**src/rtl/pipeline_hazard_ctrl_pkg.sv**
```systemverilog
// Shared types and constants for the pipeline hazard / memory-wait controller.
package pipeline_hazard_ctrl_pkg;

  localparam int unsigned REG_W_DEF    = 4;
  localparam int unsigned MEM_WAIT_DEF = 4;
  localparam int unsigned CNT_W_DEF    = 16;
  localparam int unsigned WAIT_CNT_W   = 4;

  typedef enum logic [1:0] {
    ST_IDLE = 2'd0,
    ST_WAIT = 2'd1,
    ST_DONE = 2'd2
  } mem_state_e;

  localparam logic [1:0] FWD_NONE = 2'b00;
  localparam logic [1:0] FWD_MEM  = 2'b01;
  localparam logic [1:0] FWD_WB   = 2'b10;

endpackage

```
**src/rtl/pipeline_hazard_ctrl_if.sv**
```systemverilog
// Stage-control bundle between the pipeline datapath (master) and the hazard controller (slave).
interface pipeline_hazard_ctrl_if #(
  parameter int unsigned REG_W = pipeline_hazard_ctrl_pkg::REG_W_DEF,
  parameter int unsigned CNT_W = pipeline_hazard_ctrl_pkg::CNT_W_DEF
);
  logic [REG_W-1:0] id_src1;
  logic [REG_W-1:0] id_src2;
  logic             id_two_src;
  logic             id_src1_used;
  logic [REG_W-1:0] exe_dest;
  logic             exe_wb_en;
  logic             exe_mem_r_en;
  logic [REG_W-1:0] mem_dest;
  logic             mem_wb_en;
  logic             mem_req;
  logic [REG_W-1:0] exe_src1;
  logic [REG_W-1:0] exe_src2;
  logic [REG_W-1:0] wb_dest;
  logic             wb_wb_en;
  logic             branch_taken;
  logic             perf_clr;
  logic             freeze_all;
  logic             hold_if_id;
  logic             bubble_id_exe;
  logic             flush;
  logic             sram_en;
  logic             mem_done;
  logic [1:0]       sel_src1;
  logic [1:0]       sel_src2;
  logic [CNT_W-1:0] perf_stall_cnt;

  modport master (
    output id_src1, id_src2, id_two_src, id_src1_used,
           exe_dest, exe_wb_en, exe_mem_r_en,
           mem_dest, mem_wb_en, mem_req,
           exe_src1, exe_src2, wb_dest, wb_wb_en,
           branch_taken, perf_clr,
    input  freeze_all, hold_if_id, bubble_id_exe, flush,
           sram_en, mem_done, sel_src1, sel_src2, perf_stall_cnt
  );

  modport slave (
    input  id_src1, id_src2, id_two_src, id_src1_used,
           exe_dest, exe_wb_en, exe_mem_r_en,
           mem_dest, mem_wb_en, mem_req,
           exe_src1, exe_src2, wb_dest, wb_wb_en,
           branch_taken, perf_clr,
    output freeze_all, hold_if_id, bubble_id_exe, flush,
           sram_en, mem_done, sel_src1, sel_src2, perf_stall_cnt
  );

endinterface

```
**src/rtl/pipeline_hazard_ctrl_mem_wait_fsm.sv**
```systemverilog
// Data-SRAM wait-state sequencer: freezes the pipeline for MEM_WAIT+1 cycles per access,
// then gives one DONE cycle in which the pipeline advances.
module mem_wait_fsm
  import pipeline_hazard_ctrl_pkg::*;
#(
  parameter int unsigned MEM_WAIT = MEM_WAIT_DEF
) (
  input  logic clk,
  input  logic rst_n,
  input  logic mem_req,
  output logic freeze_all,
  output logic sram_en,
  output logic mem_done
);

  localparam logic [WAIT_CNT_W-1:0] CNT_LOAD = WAIT_CNT_W'(MEM_WAIT - 1);

  mem_state_e            state_q, state_d;
  logic [WAIT_CNT_W-1:0] cnt_q, cnt_d;

  always_ff @(posedge clk or negedge rst_n) begin
    if (!rst_n) begin
      state_q <= ST_IDLE;
      cnt_q   <= '0;
    end else begin
      state_q <= state_d;
      cnt_q   <= cnt_d;
    end
  end

  always_comb begin
    state_d    = state_q;
    cnt_d      = cnt_q;
    freeze_all = 1'b0;
    mem_done   = 1'b0;
    case (state_q)
      ST_IDLE: begin
        if (mem_req) begin
          freeze_all = 1'b1;
          cnt_d      = CNT_LOAD;
          state_d    = ST_WAIT;
        end
      end
      ST_WAIT: begin
        freeze_all = 1'b1;
        if (cnt_q == '0) begin
          state_d = ST_DONE;
        end else begin
          cnt_d = cnt_q - WAIT_CNT_W'(1);
        end
      end
      ST_DONE: begin
        mem_done = 1'b1;
        state_d  = ST_IDLE;
      end
      default: begin
        state_d = ST_IDLE;
        cnt_d   = '0;
      end
    endcase
    sram_en = freeze_all | mem_done;
  end

endmodule

```
**src/rtl/pipeline_hazard_ctrl.sv**
```systemverilog
// Pipeline sequencing: memory freeze, load/data hazard stall, branch flush, operand forwarding
// and a saturating stall counter. Optional feature macro: FORWARDING_EN.
module pipeline_hazard_ctrl
  import pipeline_hazard_ctrl_pkg::*;
#(
  parameter int unsigned MEM_WAIT = MEM_WAIT_DEF,
  parameter int unsigned REG_W    = REG_W_DEF,
  parameter int unsigned CNT_W    = CNT_W_DEF
) (
  input  logic                   clk,
  input  logic                   rst_n,
  pipeline_hazard_ctrl_if.slave  bus
);

  logic             fsm_freeze, fsm_sram_en, fsm_mem_done;
  logic             hazard_c, freeze_c, flush_c, hold_c, stall_c;
  logic [1:0]       sel1_c, sel2_c;
  logic [CNT_W-1:0] cnt_q, cnt_d;

  mem_wait_fsm #(.MEM_WAIT(MEM_WAIT)) u_mem_wait_fsm (
    .clk        (clk),
    .rst_n      (rst_n),
    .mem_req    (bus.mem_req),
    .freeze_all (fsm_freeze),
    .sram_en    (fsm_sram_en),
    .mem_done   (fsm_mem_done)
  );

`ifdef FORWARDING_EN
  // Only a load in EXE cannot be forwarded in time; everything else is bypassed.
  always_comb begin
    hazard_c = bus.exe_mem_r_en & bus.exe_wb_en &
               ((bus.id_src1_used & (bus.id_src1 == bus.exe_dest)) |
                (bus.id_two_src   & (bus.id_src2 == bus.exe_dest)));
    sel1_c = FWD_NONE;
    sel2_c = FWD_NONE;
    if (bus.mem_wb_en && (bus.mem_dest == bus.exe_src1)) sel1_c = FWD_MEM;
    else if (bus.wb_wb_en && (bus.wb_dest == bus.exe_src1)) sel1_c = FWD_WB;
    if (bus.mem_wb_en && (bus.mem_dest == bus.exe_src2)) sel2_c = FWD_MEM;
    else if (bus.wb_wb_en && (bus.wb_dest == bus.exe_src2)) sel2_c = FWD_WB;
  end
`else
  logic unused_fwd_c;

  always_comb begin
    hazard_c = (bus.id_src1_used &
                ((bus.exe_wb_en & (bus.id_src1 == bus.exe_dest)) |
                 (bus.mem_wb_en & (bus.id_src1 == bus.mem_dest)))) |
               (bus.id_two_src &
                ((bus.exe_wb_en & (bus.id_src2 == bus.exe_dest)) |
                 (bus.mem_wb_en & (bus.id_src2 == bus.mem_dest))));
    sel1_c = FWD_NONE;
    sel2_c = FWD_NONE;
  end

  assign unused_fwd_c = ^{bus.exe_src1, bus.exe_src2, bus.wb_dest, bus.wb_wb_en, bus.exe_mem_r_en};
`endif

  // Priority freeze > flush > hazard; everything reads 0 while reset is held.
  always_comb begin
    freeze_c = rst_n & fsm_freeze;
    flush_c  = rst_n & ~freeze_c & bus.branch_taken;
    hold_c   = rst_n & ~freeze_c & ~bus.branch_taken & hazard_c;
    stall_c  = freeze_c | hold_c;
  end

  always_comb begin
    cnt_d = cnt_q;
    if (bus.perf_clr) begin
      cnt_d = '0;
    end else if (stall_c && (cnt_q != {CNT_W{1'b1}})) begin
      cnt_d = cnt_q + CNT_W'(1);
    end
  end

  always_ff @(posedge clk or negedge rst_n) begin
    if (!rst_n) begin
      cnt_q <= '0;
    end else begin
      cnt_q <= cnt_d;
    end
  end

  assign bus.freeze_all     = freeze_c;
  assign bus.hold_if_id     = hold_c;
  assign bus.bubble_id_exe  = hold_c;
  assign bus.flush          = flush_c;
  assign bus.sram_en        = rst_n & fsm_sram_en;
  assign bus.mem_done       = rst_n & fsm_mem_done;
  assign bus.sel_src1       = {2{rst_n}} & sel1_c;
  assign bus.sel_src2       = {2{rst_n}} & sel2_c;
  assign bus.perf_stall_cnt = cnt_q;

endmodule

```
**src/flat_wrapper.sv**
```systemverilog
// flat-port wrapper written by rule: the top's interface ports become plain ports
module pipeline_hazard_ctrl_flat import pipeline_hazard_ctrl_pkg::*;
#(
  parameter int unsigned MEM_WAIT = MEM_WAIT_DEF,
  parameter int unsigned REG_W    = REG_W_DEF,
  parameter int unsigned CNT_W    = CNT_W_DEF
)
  (clk, rst_n, bus_id_src1, bus_id_src2, bus_id_two_src, bus_id_src1_used, bus_exe_dest, bus_exe_wb_en, bus_exe_mem_r_en, bus_mem_dest, bus_mem_wb_en, bus_mem_req, bus_exe_src1, bus_exe_src2, bus_wb_dest, bus_wb_wb_en, bus_branch_taken, bus_perf_clr, bus_freeze_all, bus_hold_if_id, bus_bubble_id_exe, bus_flush, bus_sram_en, bus_mem_done, bus_sel_src1, bus_sel_src2, bus_perf_stall_cnt);
  pipeline_hazard_ctrl_if #(.REG_W(REG_W), .CNT_W(CNT_W)) bus_i ();
  input  logic clk;
  input  logic rst_n;
  input wire logic [$bits(bus_i.id_src1)-1:0] bus_id_src1;
  input wire logic [$bits(bus_i.id_src2)-1:0] bus_id_src2;
  input wire logic [$bits(bus_i.id_two_src)-1:0] bus_id_two_src;
  input wire logic [$bits(bus_i.id_src1_used)-1:0] bus_id_src1_used;
  input wire logic [$bits(bus_i.exe_dest)-1:0] bus_exe_dest;
  input wire logic [$bits(bus_i.exe_wb_en)-1:0] bus_exe_wb_en;
  input wire logic [$bits(bus_i.exe_mem_r_en)-1:0] bus_exe_mem_r_en;
  input wire logic [$bits(bus_i.mem_dest)-1:0] bus_mem_dest;
  input wire logic [$bits(bus_i.mem_wb_en)-1:0] bus_mem_wb_en;
  input wire logic [$bits(bus_i.mem_req)-1:0] bus_mem_req;
  input wire logic [$bits(bus_i.exe_src1)-1:0] bus_exe_src1;
  input wire logic [$bits(bus_i.exe_src2)-1:0] bus_exe_src2;
  input wire logic [$bits(bus_i.wb_dest)-1:0] bus_wb_dest;
  input wire logic [$bits(bus_i.wb_wb_en)-1:0] bus_wb_wb_en;
  input wire logic [$bits(bus_i.branch_taken)-1:0] bus_branch_taken;
  input wire logic [$bits(bus_i.perf_clr)-1:0] bus_perf_clr;
  output wire logic [$bits(bus_i.freeze_all)-1:0] bus_freeze_all;
  output wire logic [$bits(bus_i.hold_if_id)-1:0] bus_hold_if_id;
  output wire logic [$bits(bus_i.bubble_id_exe)-1:0] bus_bubble_id_exe;
  output wire logic [$bits(bus_i.flush)-1:0] bus_flush;
  output wire logic [$bits(bus_i.sram_en)-1:0] bus_sram_en;
  output wire logic [$bits(bus_i.mem_done)-1:0] bus_mem_done;
  output wire logic [$bits(bus_i.sel_src1)-1:0] bus_sel_src1;
  output wire logic [$bits(bus_i.sel_src2)-1:0] bus_sel_src2;
  output wire logic [$bits(bus_i.perf_stall_cnt)-1:0] bus_perf_stall_cnt;
  assign bus_i.id_src1 = bus_id_src1;
  assign bus_i.id_src2 = bus_id_src2;
  assign bus_i.id_two_src = bus_id_two_src;
  assign bus_i.id_src1_used = bus_id_src1_used;
  assign bus_i.exe_dest = bus_exe_dest;
  assign bus_i.exe_wb_en = bus_exe_wb_en;
  assign bus_i.exe_mem_r_en = bus_exe_mem_r_en;
  assign bus_i.mem_dest = bus_mem_dest;
  assign bus_i.mem_wb_en = bus_mem_wb_en;
  assign bus_i.mem_req = bus_mem_req;
  assign bus_i.exe_src1 = bus_exe_src1;
  assign bus_i.exe_src2 = bus_exe_src2;
  assign bus_i.wb_dest = bus_wb_dest;
  assign bus_i.wb_wb_en = bus_wb_wb_en;
  assign bus_i.branch_taken = bus_branch_taken;
  assign bus_i.perf_clr = bus_perf_clr;
  assign bus_freeze_all = bus_i.freeze_all;
  assign bus_hold_if_id = bus_i.hold_if_id;
  assign bus_bubble_id_exe = bus_i.bubble_id_exe;
  assign bus_flush = bus_i.flush;
  assign bus_sram_en = bus_i.sram_en;
  assign bus_mem_done = bus_i.mem_done;
  assign bus_sel_src1 = bus_i.sel_src1;
  assign bus_sel_src2 = bus_i.sel_src2;
  assign bus_perf_stall_cnt = bus_i.perf_stall_cnt;
  pipeline_hazard_ctrl #(.MEM_WAIT(MEM_WAIT), .REG_W(REG_W), .CNT_W(CNT_W)) u_core (.clk(clk), .rst_n(rst_n), .bus(bus_i));
endmodule
```
**config.mk**
```make
export PLATFORM = sky130hd
export DESIGN_NAME = pipeline_hazard_ctrl_flat
export DESIGN_NICKNAME = d
export VERILOG_FILES = /design/src/rtl/pipeline_hazard_ctrl_pkg.sv /design/src/rtl/pipeline_hazard_ctrl_if.sv /design/src/rtl/pipeline_hazard_ctrl_mem_wait_fsm.sv /design/src/rtl/pipeline_hazard_ctrl.sv /design/src/flat_wrapper.sv
export SDC_FILE = /design/constraint.sdc
export NUM_CORES = 1
export LEC_CHECK = 0
export ABC_AREA = 0
export BUFFER_PORTS_ARGS = -buffer_cell sky130_fd_sc_hd__buf_4
export CORE_ASPECT_RATIO = 0.6
export CORE_MARGIN = 2
export CORE_UTILIZATION = 53
export CTS_CLUSTER_SIZE = 8
export DETAILED_ROUTE_END_ITERATION = 10
export GPL_ROUTABILITY_DRIVEN = 1
export PLACE_DENSITY_LB_ADDON = 0.15
export SYNTH_ARGS = -nofsm -noshare
export SYNTH_HDL_FRONTEND = slang
export SYNTH_SLANG_ARGS = --single-unit
```
**constraint.sdc**
```tcl
create_clock -name clk -period 4.8 [get_ports clk]
set_clock_uncertainty 0.05 [all_clocks]
set_input_delay 0.24 -clock clk [delete_from_list [all_inputs] [get_ports clk]]
set_output_delay 0.24 -clock clk [all_outputs]
set_load 0.05 [all_outputs]
```
After elaboration in Yosys (flattened, before gate mapping)
Index checks and enable logic that the tools add are counted.

Input bits: 39. Register bits after elaboration: 22.

Multiplexer cells: 11. Bitwise gates (word level): 21. Reduce and logical (&&, ||, !) cells: 6. Equal/unequal tests: 10. $add $sub $neg: 2.

Operator list (number): $mux 16 (2); $add 16x1->16 const B (1); $eq 4x4->1 (4); $ne 16x16->1 const B (1); $and 1x1->1 (13); $pmux 4 s3 (1); $mux 4 (2); $ne 2x2->1 const B (3); $or 1x1->1 (5); $logic_not 4->1 (1); $mux 2 (2); $pmux 2 s2 (1); $sub 4x1->4 const B (1); $not 1->1 (3); $reduce_and 3->1 (1); $eq 2x1->1 const B (1); $eq 2x2->1 const B (1); $logic_not 2->1 (1); $mux 1 (2); $pmux 1 s2 (1); $reduce_and 2->1 (1); $reduce_bool 2->1 (1); $logic_and 1x1->1 (1).

Depth between registers and ports, before layout
Gate-level depths: netlist of run 1.

Word-level depth: 11. Mapped depth: 8. Gate-level depth less buffers: 7.

Hierarchy
Synthesis of run 1 repeated with hierarchy kept, for this count alone.

Cell total of the unflattened synthesis: 161. Area, all modules: 1532.7 um2.

By module, submodules not included: pipeline_hazard_ctrl (instances 1, area an instance 1154.9 um2, seq. area each 400.4 um2, cells each 128); mem_wait_fsm (instances 1, area an instance 377.9 um2, seq. area each 150.1 um2, cells each 33).

Worst setup path after synthesis of run 1
OpenSTA, ideal clock, no wires.

Kind: register -> register. From: reg u_core.cnt_q[2], in the netlist u_core.bus.perf_stall_cnt[2]. To: reg u_core.cnt_q[13], in the netlist u_core.bus.perf_stall_cnt[13]. Stages on the path, launching flop included: 7. Period minus slack after synthesis: 2.455 ns. Arrival time: 2.278 ns. Buffers on the path: 0. Data required time: 4.622 ns. Library setup time: 0.128 ns. Setup slack: 2.345 ns. Path through: dfrtp_1 -> and4_4 -> nand2_2 -> a2111o_1 -> or3_1 -> o32ai_1 -> mux2_1.

Longest elaborated chain between the ends: 3.

Ends and longest elaborated chain: from (decl) (RTL line pipeline_hazard_ctrl.sv:18) `logic [CNT_W-1:0] cnt_q, cnt_d;`; from (signal assigned) (RTL line pipeline_hazard_ctrl.sv:80) `cnt_q <= cnt_d;`; $add 16x1->16 / $ne 16x16->1 (equally long branches) (RTL line pipeline_hazard_ctrl.sv:72, pipeline_hazard_ctrl.sv:71); $mux 16 / $logic_and 1x1->1 (equally long branches) (RTL line pipeline_hazard_ctrl.sv:71) `end else if (stall_c && (cnt_q != {CNT_W{1'b1}})) begin`; $mux 16 / $reduce_bool 2->1 (equally long branches).

Several ways; a longest one is shown, not always the timed one. The select of a mux whose other input is x is not followed. A chain may end at the register's enable or synchronous reset.

Worst setup path in the final report of run 1
From: in rst_n. To: reg u_core.cnt_q[9], in the netlist u_core.bus.perf_stall_cnt[9].

Longest elaborated chain between the ends: 8.

Ends and longest elaborated chain: from (decl) (RTL line flat_wrapper.sv:11) `input logic rst_n;`; $and 1x1->1 (RTL line pipeline_hazard_ctrl.sv:61) `freeze_c = rst_n & fsm_freeze;`; $not 1->1 (RTL line pipeline_hazard_ctrl.sv:63) `hold_c = rst_n & ~freeze_c & ~bus.branch_taken & hazard_c;`; $and 1x1->1 (3 in a row) (RTL line pipeline_hazard_ctrl.sv:63); $or 1x1->1 (*) (RTL line pipeline_hazard_ctrl.sv:64) `stall_c = freeze_c | hold_c;`; $logic_and 1x1->1 (*) (RTL line pipeline_hazard_ctrl.sv:71); $reduce_bool 2->1 (no line) (*).

Mark *: on every way between the ends. The rest lies on a longest branch, timed or not.

==> flow_summary_export.csv, run 1 <==
group,metric,value,unit
run_status,status,"complete, no violations",
synthesis,yosysSeqAreaShare,32.1,%
sta,slew_violations,0,
synthesis,synth-simple-area-share,29.6,%
drt,viasPerCell,5.78,
synthesis,synthXorXnorAreaFrac,8.18,%
cells_and_area,area_delta_synth_final,25.0,%
power,power-per-cell-area,326,nW/µm²
job,maxCapViolCount,0,
drt,drt_iter0_drc,112,
place,dp_hpwl,3.10,mm
sta,tightest_slew,0.546,ns
clock_tree,cts_resized,0,
clock_tree,htree_levels,1,
worst_setup_path,cp_top_family,"buffers and inverters",
worst_setup_path,worstReg2RegStart,"u_core.u_mem_wait_fsm.state_q[1]",
synthesis,synth_cell_type_count,47,
grt,antenna_found_initial,0,
sta,post-route-period-util,56.5,%
floorplan,start_util,57.8,%
clock_tree,numCtsBuffers,3,
clock_tree,post_cts_buffers,0,
cells_and_area,multi_input_area,1070,µm²
worst_setup_path,crit_fanout,26,
sta,relSlewSlack,63.6,%
floorplan,ioPinCount,65,
synthesis,muxShareOfSynthArea,7.81,%
floorplan,fp.dieArea,3720,µm²
worst_setup_path,rrSetupSlack,2.30,ns
worst_setup_path,crit_path_end,"u_core.bus.perf_stall_cnt[9]",
worst_setup_path,timing.rr.end,"u_core.bus.perf_stall_cnt[9]",
synthesis,syn_inst,202,
grt,overflow,0,
floorplan,die_x,77.4,µm
worst_setup_path,required,4.91,ns
floorplan,rows,15,
worst_setup_path,ff2ff_path_depth,6,
worst_setup_path,path_depth,8,
drt,post-route-drc-count,0,
power,leakage,0.955,nW
power,ir_drop,0.000240,V
worst_setup_path,path_buf_inv,4,
synthesis,synth_fa_ha_area_share,2.19,%
grt,grt_usage,22.8,%
sta,timing.hold.ws,0.275,ns
worst_setup_path,worst_setup_path_startpoint,"rst_n",
place,gp_congestion,0.820,
sta,min_period,2.71,ns
floorplan,die_height,48.1,µm
clock_tree,cts_tree,"yes",
worst_setup_path,crit_top_cell,"buf_4",
worst_hold_path,hold_class,"primary input to register",
worst_setup_path,arrival,2.82,ns
clock_tree,clockRootBuffer,"clkbuf_8",
clock_tree,postCtsHoldBufs,1,
drt,drt-total-wl,4.11,mm
cells_and_area,drive_gt1_share,27.5,%
worst_hold_path,hp-start,"bus_mem_req",
clock_tree,cts_sinks,22,
drt,route.detailed.wl_per_inst,14.4,µm
synthesis,synthArstFlopShare,100,%
worst_setup_path,cp-start-kind,"primary input",
cells_and_area,fillers,250,
worst_setup_path,critical_path_class,"primary input to register",
cells_and_area,regArea,551,µm²
sta,fmax,369,MHz
synthesis,avgSynthCellArea,8.49,µm²
clock_tree,worstSkewPairLatency,0.26,ns
drt,ant_nets,0,
grt,first_global_vias,1343,
drt,drt-pass1-iter-count,4,
floorplan,core-area,2970,µm²
clock_tree,path_clk_slew,0.08,ns
drt,vias,1653,
synthesis,ys_warn_count,0,
grt,grt_pass1_wl,6.56,mm
synthesis,synth-compound-area-share,13.8,%
worst_setup_path,path_cells,"dlygate4sd3_1, buf_4, inv_1, or2_0, buf_4, or4_1, o21ai_1, mux2_2",
sta,rsz0062_at_grt,"false",
worst_setup_path,crit_path_top_delay_cell,"dlygate4sd3_1",
cells_and_area,diodes,0,
grt,grt_max_degree,32,
clock_tree,clk_path_buf_depth,2,
sta,setup_viol,0,
worst_setup_path,worst_setup_path_end_kind,"register",
cells_and_area,fin_nets,287,
synthesis,synthesis.area,1710,µm²
sta,setup_tns,0,ns
synthesis,synth_edf_count,0,
sta,hold_viol_final,0,
synthesis,synth-main-ff-cell,"dfrtp_1",
synthesis,synth_seq_cells,22,
place,io_buffers,46,
synthesis,synth_top_family_by_area,"simple AND/OR/NAND/NOR gates",
worst_setup_path,max_stage_delay,0.53,ns
-- flip-flops by register name, indices dropped and copies added (netlist names) --
name and flops:
u_core.bus.perf_stall_cnt 16, u_core.u_mem_wait_fsm.cnt_q 4, u_core.u_mem_wait_fsm.state_q 2
-- synthesized netlist by cell type (all sizes together), types with 2 or more instances --
| cell | n | area, µm² |
|---|---|---|
| a211oi | 8 | 60.1 |
| a21o | 3 | 22.5 |
| a21oi | 5 | 25.0 |
| a31oi | 2 | 12.5 |
| and4 | 2 | 20.0 |
| buf | 7 | 47.6 |
| clkbuf | 6 | 22.5 |
| dfrtp | 22 | 551 |
| ha | 3 | 37.5 |
| inv | 9 | 33.8 |
| mux2 | 11 | 124 |
| nand2 | 13 | 51.3 |
| nand2b | 3 | 18.8 |
| nand3 | 9 | 45.0 |
| nand3b | 2 | 15.0 |
| nand4 | 10 | 62.6 |
| nor2 | 20 | 75.1 |
| nor2b | 10 | 62.6 |
| nor3 | 5 | 25.0 |
| nor4 | 3 | 18.8 |
| o21ai | 7 | 35.0 |
| or2 | 5 | 31.3 |
| or3 | 3 | 18.8 |
| or4 | 4 | 30.0 |
| xnor2 | 4 | 35.0 |
| xor2 | 12 | 105 |
-- routing by layer --
metal | vias to the layer above | track usage (%) | part of all wire (%)
li1 | 804 | - | -
met1 | 786 | 33.7 | 49
met2 | 63 | 35.0 | 43
met3 | 0 | 4.91 | 7.4
met4 | 0 | 4.29 | 0
met5 | - | 0 | 0
-- cell families (layout without fill, tap and decap cells) --
group | after synthesis | count (layout)
xor+xnor | 16 | 16
compound gates | 33 | 33
flops | 22 | 22
buf+inv | 22 | 61
mux | 12 | 12
other cells | 1 | 4
fa+ha+maj | 3 | 3
simple gates | 93 | 93
-- how the worst min path moves through the flow --
stage / to / slack, ns / cells past startpoint
final: u_core.u_mem_wait_fsm.state_q[0] / 0.27 / 3
after global routing: u_core.u_mem_wait_fsm.state_q[0] / 0.29 / 3
after CTS: u_core.u_mem_wait_fsm.state_q[0] / 0.27 / 3
after detailed placement: u_core.u_mem_wait_fsm.cnt_q[2] / 0.11 / 1
after global placement: u_core.u_mem_wait_fsm.cnt_q[2] / 0.11 / 1
after floorplan: u_core.bus.perf_stall_cnt[0] / -0.11 / 0
-- layout make-up --
| cell class | instances | share of cell area [%] |
|---|---|---|
| well taps | 42 | 2.45 |
| repair buffers | 48 | 16.9 |
| multi-input cells | 161 | 50.0 |
| clock buffers | 3 | 1.93 |
| flip-flops and latches | 22 | 25.7 |
| clock inverters | 1 | 1.40 |
| inverters | 9 | 1.58 |
-- placed cells by master, fill, tap and decap left out, types with 2 or more instances in the layout --
| cell | n |
|---|---|
| nor2b_1 | 10 |
| nor3_1 | 5 |
| a31oi_1 | 2 |
| nand2_1 | 12 |
| o21ai_0 | 6 |
| ha_1 | 3 |
| nor4_1 | 3 |
| clkbuf_8 | 3 |
| nand3b_1 | 2 |
| a211oi_1 | 8 |
| or4_1 | 4 |
| nor2_1 | 20 |
| conb_1 | 4 |
| nand2b_1 | 3 |
| or3_1 | 3 |
| or2_1 | 3 |
| a21oi_1 | 5 |
| xnor2_1 | 4 |
| inv_1 | 9 |
| buf_4 | 47 |
| mux2_2 | 10 |
| dfrtp_1 | 22 |
| nand4_1 | 10 |
| xor2_1 | 12 |
| nand3_1 | 9 |
| a21o_1 | 3 |
-- stage by stage --
stage                     std cells  utilization [%]  power (W)  cell area, µm²  setup WS (ns)
final                           286             72.2   0.000699            2140           2.09
after global routing            286             72.2   0.000745            2140           2.01
after CTS                       286             72.2   0.000703            2140           2.10
after detailed placement        281             69.5   0.000526            2060           2.33
after global placement          281             69.5   0.000516            2060           2.37
after floorplan                 205                -   0.000447            1730           2.34
-- power by group --
| part | internal (W) | total [W] | switching [W] | leakage (nW) |
|---|---|---|---|---|
| clock network | 0.000111 | 0.000174 | 0.0000628 | 0.0357 |
| logic | 0.000110 | 0.000277 | 0.000167 | 0.623 |
| registers | 0.000213 | 0.000248 | 0.0000354 | 0.296 |
| total | 0.000434 | 0.000699 | 0.000266 | 0.955 |
-- worst reg2reg max path: cells and delay by family (launching register included) --
| family | cells | cell delay, ns |
|---|---|---|
| AO/OA/AOI/OAI | 2 | 0.37 |
| buffers and inverters | 1 | 0.26 |
| flip-flops | 1 | 0.45 |
| multiplexers | 1 | 0.35 |
| AND/OR/NAND/NOR | 2 | 0.92 |
(Power assumes the default switching activity.)
==> inputs of run 2 (changes only) <==
- CORE_UTILIZATION: 53 -> 44
- clock period: 4.8 -> 2.3 ns (I/O delays scaled with it)
==> flow_summary_export.csv, run 2 (same netlist as run 1, synthesis figures left out) <==
group,metric,value,unit
run_status,status,"complete, no violations",
drt,drt-pass1-iter-count,4,
cells_and_area,layout_commonest_cell,"buf_4",
clock_tree,cts_sinks,22,
floorplan,core-area,3700,µm²
cells_and_area,fin_cells,303,
grt,overflow,0,
clock_tree,clockRootBuffer,"clkbuf_8",
cells_and_area,final_cell_mix,"buf_4 (59), nor2_1 (19), dfrtp_1 (15)",
place,dp_hpwl,3.34,mm
power,leakage,1.01,nW
cells_and_area,largest_reg_flops,16,
sta,setup_tns,0,ns
place,gp_congestion,0.803,
floorplan,rows,17,
cells_and_area,fin_nets,299,
sta,hold_viol_final,0,
drt,ant_nets,0,
grt,first_global_vias,1493,
clock_tree,post_cts_buffers,0,
worst_setup_path,crit_fanout,5,
sta,rsz0062_at_grt,"false",
floorplan,fp.dieArea,4430,µm²
clock_tree,numCtsBuffers,3,
clock_tree,htree_levels,1,
drt,post-route-drc-count,0,
worst_setup_path,required,2.41,ns
drt,vias,1671,
worst_setup_path,rrSetupSlack,0.11,ns
worst_setup_path,worst_setup_path_end_kind,"register",
grt,antenna_found_initial,0,
floorplan,die_height,52.3,µm
grt,grt_usage,20.1,%
power,ir_drop,0.000553,V
worst_setup_path,ff2ff_path_depth,6,
clock_tree,path_clk_slew,0.08,ns
clock_tree,cts_tree,"yes",
sta,setup_viol,0,
drt,route.detailed.wl_per_inst,14.2,µm
power,power-per-cell-area,660,nW/µm²
worst_setup_path,critical_path_class,"register to register",
grt,grt_max_degree,32,
drt,drt_iter0_drc,82,
sta,min_period,2.19,ns
worst_setup_path,arrival,2.30,ns
grt,grt_pass1_wl,7.04,mm
sta,slew_violations,0,
job,maxCapViolCount,0,
place,dpl.cell_count,298,
clock_tree,worstSkewPairLatency,0.27,ns
clock_tree,clk_path_buf_depth,2,
worst_hold_path,hold_class,"primary input to asynchronous set/reset pin",
drt,viasPerCell,5.51,
sta,fmax,457,MHz
worst_setup_path,timing.rr.end,"u_core.bus.perf_stall_cnt[9]",
cells_and_area,drive_gt1_share,34.8,%
sta,post-route-period-util,95.2,%
cells_and_area,area_delta_synth_final,32.6,%
drt,drt-total-wl,4.29,mm
place,io_buffers,46,
cells_and_area,design_area,2270,µm²
place,placed_area,2170,µm²
cells_and_area,diodes,0,
worst_setup_path,cp-start-kind,"register",
worst_setup_path,worstReg2RegStart,"u_core.u_mem_wait_fsm.state_q[0]",
floorplan,start_util,46.3,%
floorplan,die_x,84.6,µm
floorplan,ioPinCount,65,
## run 2: changes by cell type in the layout (fill, tap and decap cells not counted), sizes merged
cell / delta
buf: +12
## run 2: timing repair
action | 4_1_cts | 5_1_grt
hold buffers | 1 | 0
endpoints found under the setup margin | 0 | 12
endpoints found under the hold margin | 22 | 0
gates resized for setup | 0 | 5
## run 2: worst max-delay path by stage
stage | from | endpoint | slack (ns)
2_1_floorplan | u_core.bus.perf_stall_cnt[11] | u_core.bus.perf_stall_cnt[13] | -0.005
3_3_place_gp | u_core.bus.perf_stall_cnt[3] | u_core.bus.perf_stall_cnt[13] | 0.12
3_5_place_dp | u_core.u_mem_wait_fsm.state_q[0] | u_core.bus.perf_stall_cnt[8] | 0.07
4_1_cts | u_core.u_mem_wait_fsm.state_q[0] | bus_bubble_id_exe | 0.02
5_1_grt | u_core.bus.perf_stall_cnt[0] | u_core.bus.perf_stall_cnt[12] | 0.03
6_report | u_core.u_mem_wait_fsm.state_q[0] | u_core.bus.perf_stall_cnt[9] | 0.11
## run 2: worst max-delay path, stage by stage (launching register included)
cell	delay, ns
dfrtp_1	0.42
o21bai_4	0.15
nand2_1	0.08
or2_1	0.30
or4_1	0.55
o21ai_1	0.18
mux2_2	0.35
## run 2: per-layer routing
layer | part of all wire, % | GRT usage, %
met1 | 54 | 30.9
met2 | 41 | 29.9
met3 | 4.8 | 3.78
met5 | 0 | 0
met4 | 0.23 | 2.38
## run 2: through the flow
stage / hold WS, ns / util, % / total power (W) / setup slack [ns]
after floorplan: -0.231 / - / 0.000934 / -0.00473
after global placement: -0.104 / 58.5 / 0.00112 / 0.120
after detailed placement: -0.109 / 58.5 / 0.00113 / 0.0703
after CTS: 0.132 / 60.7 / 0.00150 / 0.0169
after global routing: 0.140 / 61.4 / 0.00161 / 0.0327
final: 0.139 / 61.4 / 0.00150 / 0.111
## run 2: power by group
part	internal, W	total (W)	switching, W
clock network	0.000233	0.000367	0.000135
registers	0.000446	0.000502	0.0000562
logic	0.000257	0.000632	0.000375
total	0.000936	0.00150	0.000566
## run 2: cell type report
class,count,area (µm²)
inverters,9,33.8
multi-input cells,161,1100
repair buffers,60,453
fillers,338,1430
clock buffers,3,41.3
clock inverters,1,30.0
well taps,47,58.8
flip-flops and latches,22,559
